`src/rtl/xcorr_feeder.sv`:
```
// Operand sequencer for a cross-correlation MAC: buffers one frame of A/B samples, then streams
// a[i+k]/b[i] pairs for each lag k. Define XCORR_FEEDER_HOLD_EN to add a RUN-stall input (hold).
module xcorr_feeder #(
  parameter int unsigned DATA_W = 16,
  parameter int unsigned N      = 16,
  parameter int unsigned LAGS   = 4
) (
  input  logic                    clk,
  input  logic                    rst,
  input  logic                    start,
  input  logic                    s_valid,
  output logic                    s_ready,
  input  logic [DATA_W-1:0]       s_a,
  input  logic [DATA_W-1:0]       s_b,
`ifdef XCORR_FEEDER_HOLD_EN
  input  logic                    hold,
`endif
  output logic                    mac_en,
  output logic [DATA_W-1:0]       mac_a,
  output logic [DATA_W-1:0]       mac_b,
  output logic                    mac_clr,
  output logic                    mac_last,
  output logic [$clog2(LAGS):0]   lag_idx,
  output logic                    busy,
  output logic                    done
);

  localparam int unsigned AW = $clog2(N);
  localparam int unsigned LW = $clog2(LAGS) + 1;

  localparam logic [1:0] IDLE = 2'd0;
  localparam logic [1:0] LOAD = 2'd1;
  localparam logic [1:0] RUN  = 2'd2;
  localparam logic [1:0] DONE = 2'd3;

  logic [1:0]        state;
  logic [AW-1:0]     wr;
  logic [AW-1:0]     i_cnt;
  logic [AW-1:0]     k_cnt;
  logic [AW-1:0]     ni;
  logic [AW-1:0]     nk;
  logic [AW-1:0]     rd_a;
  logic [DATA_W-1:0] a_buf [N];
  logic [DATA_W-1:0] b_buf [N];
  logic              stall;
  logic              lag_end;
  logic              frame_end;
  logic              last_wr;
  logic              issue;

`ifdef XCORR_FEEDER_HOLD_EN
  assign stall = hold;
`else
  assign stall = 1'b0;
`endif

  assign busy    = (state != IDLE);
  assign s_ready = (state == LOAD);

  // i_cnt/k_cnt hold the pair most recently issued; ni/nk is the pair to issue next.
  always_comb begin
    lag_end   = (32'(i_cnt) + 32'(k_cnt) == N - 1);
    frame_end = lag_end && (32'(k_cnt) == LAGS - 1);
    last_wr   = (32'(wr) == N - 1);
    ni        = i_cnt;
    nk        = k_cnt;
    if (state == LOAD) begin
      ni = '0;
      nk = '0;
    end else if (lag_end) begin
      ni = '0;
      nk = k_cnt + 1'b1;
    end else begin
      ni = i_cnt + 1'b1;
    end
    rd_a  = ni + nk;
    issue = (state == LOAD && s_valid && last_wr) || (state == RUN && !stall && !frame_end);
  end

  always_ff @(posedge clk) begin
    if (state == LOAD && s_valid) begin
      a_buf[wr] <= s_a;
      b_buf[wr] <= s_b;
    end
  end

  always_ff @(posedge clk) begin
    if (rst) begin
      state    <= IDLE;
      wr       <= '0;
      i_cnt    <= '0;
      k_cnt    <= '0;
      mac_en   <= 1'b0;
      mac_a    <= '0;
      mac_b    <= '0;
      mac_clr  <= 1'b0;
      mac_last <= 1'b0;
      lag_idx  <= '0;
      done     <= 1'b0;
    end else begin
      mac_en   <= 1'b0;
      mac_a    <= '0;
      mac_b    <= '0;
      mac_clr  <= 1'b0;
      mac_last <= 1'b0;
      lag_idx  <= '0;
      done     <= 1'b0;
      case (state)
        IDLE: begin
          if (start) begin
            state <= LOAD;
            wr    <= '0;
          end
        end
        LOAD: begin
          if (s_valid) begin
            wr <= wr + 1'b1;
            if (last_wr) begin
              state <= RUN;
              wr    <= '0;
            end
          end
        end
        RUN: begin
          if (!stall && frame_end) begin
            state <= DONE;
            done  <= 1'b1;
          end
        end
        default: state <= IDLE;
      endcase
      if (issue) begin
        mac_en   <= 1'b1;
        mac_a    <= a_buf[rd_a];
        mac_b    <= b_buf[ni];
        mac_clr  <= (ni == '0);
        mac_last <= (32'(ni) + 32'(nk) == N - 1);
        lag_idx  <= LW'(nk);
        i_cnt    <= ni;
        k_cnt    <= nk;
      end
    end
  end

endmodule

```
`config.mk`:
```
export PLATFORM = sky130hd
export DESIGN_NAME = xcorr_feeder
export DESIGN_NICKNAME = d
export VERILOG_FILES = /design/src/rtl/xcorr_feeder.sv
export SDC_FILE = /design/constraint.sdc
export NUM_CORES = 1
export LEC_CHECK = 0
export CORE_MARGIN = 3
export CORE_UTILIZATION = 24
export CTS_CLUSTER_DIAMETER = 120
export DETAILED_ROUTE_END_ITERATION = 10
export DONT_BUFFER_PORTS = 1
export GPL_ROUTABILITY_DRIVEN = 0
export PLACE_DENSITY = 0.42
export SLEW_MARGIN = 20
export SYNTH_ARGS = -nofsm -noshare
export SYNTH_HDL_FRONTEND = slang
export SYNTH_SLANG_ARGS = --single-unit
```
`constraint.sdc`:
```
create_clock -name clk -period 6 [get_ports clk]
set_input_delay 1.2 -clock clk [delete_from_list [all_inputs] [get_ports clk]]
set_output_delay 1.2 -clock clk [all_outputs]
set_load 0.01 [all_outputs]
```
* Word-level counts from Yosys, hierarchy flattened *
Memories as Yosys holds them, arrays and structs flattened. A register that Yosys moved wholly into a read port is not among the register bits.
Cells that the tools add are included.

operators by class
  add/sub/neg operators = 6
  equal/unequal tests = 10
  multiplexer cells = 17
  bitwise operators = 2
  reduce and logical (&&, ||, !) cells = 14

operators with widths
  cell                   count
  $mux W4                7
  $add A4 B1 Y4 const B  3
  $add A4 B4 Y5          2
  $eq A5 B4 Y1 const B   2
  $mux W2                4
  $pmux W4 S2            1
  $ne A2 B2 Y1 const B   3
  $pmux W2 S3            1
  $add A4 B4 Y4          1
  $eq A4 B2 Y1 const B   1
  $eq A4 B4 Y1 const B   1
  $logic_and A1 B1 Y1    4
  $logic_not A4 Y1       1
  $mux W1                4
  $reduce_and A4 Y1      1
  $reduce_bool A2 Y1     2
  $reduce_or A2 Y1       2
  $reduce_and A3 Y1      1
  $eq A2 B1 Y1 const B   1
  $eq A2 B2 Y1 const B   1
  $logic_not A2 Y1       1
  $ne A2 B1 Y1 const B   1
  $not A1 Y1             2
  $logic_not A1 Y1       1
  $logic_or A1 B1 Y1     1

word-level totals
  register bits = 21
  memory bits (writable) = 512
  output and inout bits = 41
  logic and storage cells = 60
  memories kept = 2

memory list
  memory  words  width  read ports  clocked after memory_dff  wr ports  line  source
  a_buf   16     16     1           1                         1         43    logic [DATA_W-1:0] a_buf [N];
  b_buf   16     16     1           1                         1         44    logic [DATA_W-1:0] b_buf [N];

* Longest topological paths before layout *
  depth after elaboration = 8
  mapped depth = 17
  mapped depth without buffers = 15

* Worst setup path before layout *
No wires, ideal clock.

  path kind = register to register
  start point = register i_cnt[0]
  end point = register mac_a[2] (read register of a_buf)
  data arrival time = 4.709 ns
  required time = 5.863 ns
  path slack = 1.153 ns
  stages on the path, launching flop included = 17
  path buffers = 3
  period minus slack after synthesis = 4.847 ns
  path through = dfxtp_1 > ha_1 > inv_1 > fa_1 > or4b_1 > a211oi_2 > nor2_1 > xor2_1 > nor2_1 > ha_1 > fa_1 > clkbuf_1 > clkbuf_1 > clkbuf_1 > mux4_2 > mux2i_1 > a211oi_1

between the ends
  elaborated cells on any way between the ends = 14
  classes of those cells = add/sub (3); eq/ne (1); mux (4); bitwise (1); reduce/logical (5)

RTL lines
  item                      line  source
  start: declaration        38    logic [AW-1:0] i_cnt;
  start signal: assignment  139   i_cnt <= ni;
  $add A4 B4 Y5             62    lag_end = (32'(i_cnt) + 32'(k_cnt) == N - 1);
  $eq A5 B4 Y1              62
  $mux W4                   70    end else if (lag_end) begin
  $mux W4                   67    if (state == LOAD) begin
  named net nk[0]           41    logic [AW-1:0] nk;
  $add A4 B4 Y4             76    rd_a = ni + nk;
  end: declaration          19    output logic [DATA_W-1:0] mac_a,

The timed path passes the listed nets, and every way through them passes these cells.
A chain may end at the register's enable or synchronous reset.

* Final worst setup path *
  start point = register k_cnt[0]
  end point = register mac_a[12] (read register of a_buf)

between the ends
  elaborated cells on any way between the ends = 15
  classes of those cells = add/sub (3); eq/ne (2); mux (4); bitwise (1); reduce/logical (5)

RTL lines
  item                      line  source
  start: declaration        39    logic [AW-1:0] k_cnt;
  start signal: assignment  140   k_cnt <= nk;
  $add A4 B4 Y5             62
  $eq A5 B4 Y1              62
  $mux W4 (*)               70
  $mux W4 (*)               67
  named net nk[0]           41
  $add A4 B4 Y4 (*)         76

Mark *: on every way through the listed nets, which the timed path passes. The rest lies on a longest branch.

==> summary.md <==
| Metric | Value |
|---|---|
| Outcome | complete, no violations |
| Avg WL per Cell | ~23 µm |
| Nets | 1278 |
| Worst Skew | roughly 26 ps |
| Die Area | about 95000 µm² |
| Cells after synthesis | approximately 1200 |
| Setup-failing EPs final | 0 |
| CP arrival | roughly 5700 ps |
| Critical path required time | approximately 6500 ps |
| Post-synth EDFFs | slightly above 500 |
| Post-synth top area share | about 70% |
| Synthesized area | roughly 22000 µm² |
| Power Density | a little under 400 nW/µm² |
| Highest Clock Rate | ~0.19 GHz |
| Post-synth cell types | 57 |
| Syn nets | around 1300 |
| Critical path capture point type | flip-flop |
| Final Max Tran Viols | 0 |
| Critical path class | flip-flop to flip-flop |
| Die X | a little over 300 µm |
| Power, Total | about 10 mW |
| I/O pin count | a little under 80 |
| Peak VDD IR | 0.2165 mV |
| ANT cells | 0 |
| Count leader, synth | edfxtp_1 |
| Crit-path max FO | 36 |
| Total global-route track usage | 12.02% |
| Minimum clock period | a little over 5000 ps |
| Initial antenna violation count | 0 |
| Final hold vios | 0 |
| Slew @ Worst Pin | ~980 ps |
| Ranking of synthesized cells by area | edfxtp_1 70%, mux4_2 6.6%, dfxtp_1 4.8% |
| FP Rows | between 100 and 150 |
| Ys Warns | 0 |
| Die height | around 310 µm |
| Starting Density | around a quarter |
| CTS Sinks | between 500 and 600 |
| H-Tree Depth | 2 |
| Final instance count without filler cells | roughly 2400 |
| Routed vias | ~11000 |
| DRT iter0 DRCs | between 700 and 800 |
| Final HPWL DP | around 31 mm |
| Setup repair bufs after CTS | 0 |
| Clk Tree Root Cell | clkbuf_16 |
| CP startpoint kind | flip-flop |
| CTS tree | built |
| Ys flop type | edfxtp_1 |
| Synth area leader | edfxtp_1 |
| Core area | roughly 90000 µm² |
| RSZ-0062 raised after global routing | false |
| First-pass GRT wire length | ~84 mm |
| Clk buf depth | 3 |
| Largest net degree at the start of global routing | 66 |
| Hold Crit Class | flip-flop to flip-flop |
| Tcrit/Tclk final | 86.35% |
| Skew-Pair Late Insertion Delay | roughly 630 ps |
| Total CTS buffers | 60 |
| Clk pin slew, worst setup/hold paths | 60 ps |
| Lkg Pwr | between 7 and 8 nW |
| Drt via density | 4.555 |
| Setup TNS | 0 ps |
| Vias in the first global route | between 10000 and 15000 |
| Slew headroom | 34.39% |
| Cts repair resizes | 0 |
| Design area | roughly 26000 µm² |
| Syn-to-layout area delta | 16.47% |
| Port buffer count | 0 |
| Post-Syn Area per Cell | 18.35 µm² |
| FF+latch count, synth | approximately 570 |
| Register area share after synthesis | between 70% and 80% |
| Total global routing overflow | 0 |
| Dpl cell area | approximately 24000 µm² |
| Placed cells | roughly 2300 |
| Ys async rst share | 0% |
| Routed wire length | 57.30 mm |
| Post-CTS Hold Buffers | 0 |
| Hold slack | between 500 and 600 ps |
| Max-Cap Viols | 0 |
| Final ANT Viol Nets | 0 |
| Layout cell share with drive strength beyond 1 | between 20 and 25% |
| # DRC | 0 |
| Drt pass-1 iters | 5 |
| Most frequent cells after synthesis | 512 x edfxtp_1, 64 x mux4_2, 59 x mux2_2, 53 x dfxtp_1, 51 x clkbuf_1 |
## metrics by stage
stage / setup slack [ps] / utilization [%]
after global placement: 725.8 / 26.11
after detailed placement: 821.9 / 26.13
after global routing: 519.8 / 28.26
final: 819.1 / 28.26
after CTS: 798.7 / 28.26
after floorplan: 1153 / -
## flip-flops by register name (all words and copies together) (netlist names)
| register | flops |
|---|---|
| a_buf | 256 |
| b_buf | 256 |
| done | 1 |
| i_cnt | 4 |
| k_cnt | 4 |
| lag_idx | 3 |
| mac_a | 16 |
| mac_b | 16 |
| mac_clr | 1 |
| mac_en | 1 |
| mac_last | 1 |
| state | 2 |
| wr | 4 |
## report_power, final
| group | leakage [nW] | switching (mW) | internal (mW) |
|---|---|---|---|
| Combinational | 1.85 | 0.959 | 0.815 |
| Clock | 0.928 | 1.51 | 2.11 |
| Sequential | 5.03 | 0.0502 | 4.37 |
## cell usage in the layout (no fill, tap or decap), types with 11 or more instances in the layout
cell       instances
a211oi_1          35
a21oi_1           20
a2bb2oi_1         15
buf_4             35
clkbuf_1          25
clkbuf_16         60
dfxtp_1           52
edfxtp_1         512
ha_1              15
inv_1             11
mux2_2            59
mux2i_1           23
mux4_2            64
nand2_1           22
nand3_1           24
nor2_1            28
nor2_4            11
nor2b_1           19
o21ai_0           31
o221a_2           13
o221ai_1          27
o22a_1            38
o22ai_1           19
## kinds of logic after synthesis
family,after synthesis,share of synthesized area (%)
AO/OA/AOI/OAI,231,8.083
XOR/XNOR,7,0.2799
adder cells (fa/ha/maj),20,1.211
buffers and inverters,84,1.525
flip-flops,565,75.03
multiplexers,146,10.66
AND/OR/NAND/NOR,141,3.204
## cell type report
class | count | area, µm²
inverter | 13 | 48.80
sequential | 565 | 16440
clock inverter | 19 | 232.7
fill | 8979 | 64770
multi-input combinational | 545 | 5328
clock buffer | 92 | 1692
timing repair buffer | 37 | 302.8
tap | 1176 | 1471
## path summary, 6_finish.rpt
path	from	end	slack (ps)	cells after the start
setup reg to reg	k_cnt[0]$_SDFFE_PP0N_	mac_a[12]$_SDFF_PP0_	820	15
hold reg to reg	state[0]$_SDFFE_PP0P_	state[0]$_SDFFE_PP0P_	520	2
setup / recovery	k_cnt[0]$_SDFFE_PP0N_	mac_a[12]$_SDFF_PP0_	820	15
hold / removal	state[0]$_SDFFE_PP0P_	state[0]$_SDFFE_PP0P_	520	2
## critical path, cell delays in order (launching register included)
cell,delay (ps)
dfxtp_1,420
ha_1,230
inv_1,70
fa_1,460
or4b_1,590
a211oi_2,390
nor2_1,140
xor2_1,280
nor2_1,120
ha_4,180
fa_4,1050
buf_12,320
mux4_2,330
nor2b_1,140
a211oi_1,240
a211oi_1,70
## per-layer routing
layer	part of all wire (%)	routed length (µm)	global-route usage (%)
met5	0	0	0
met4	1.7	959	2.865
met3	5.0	2859	2.767
met2	47	27040	19.48
met1	46	26440	16.36
(Power assumes the default switching activity.)
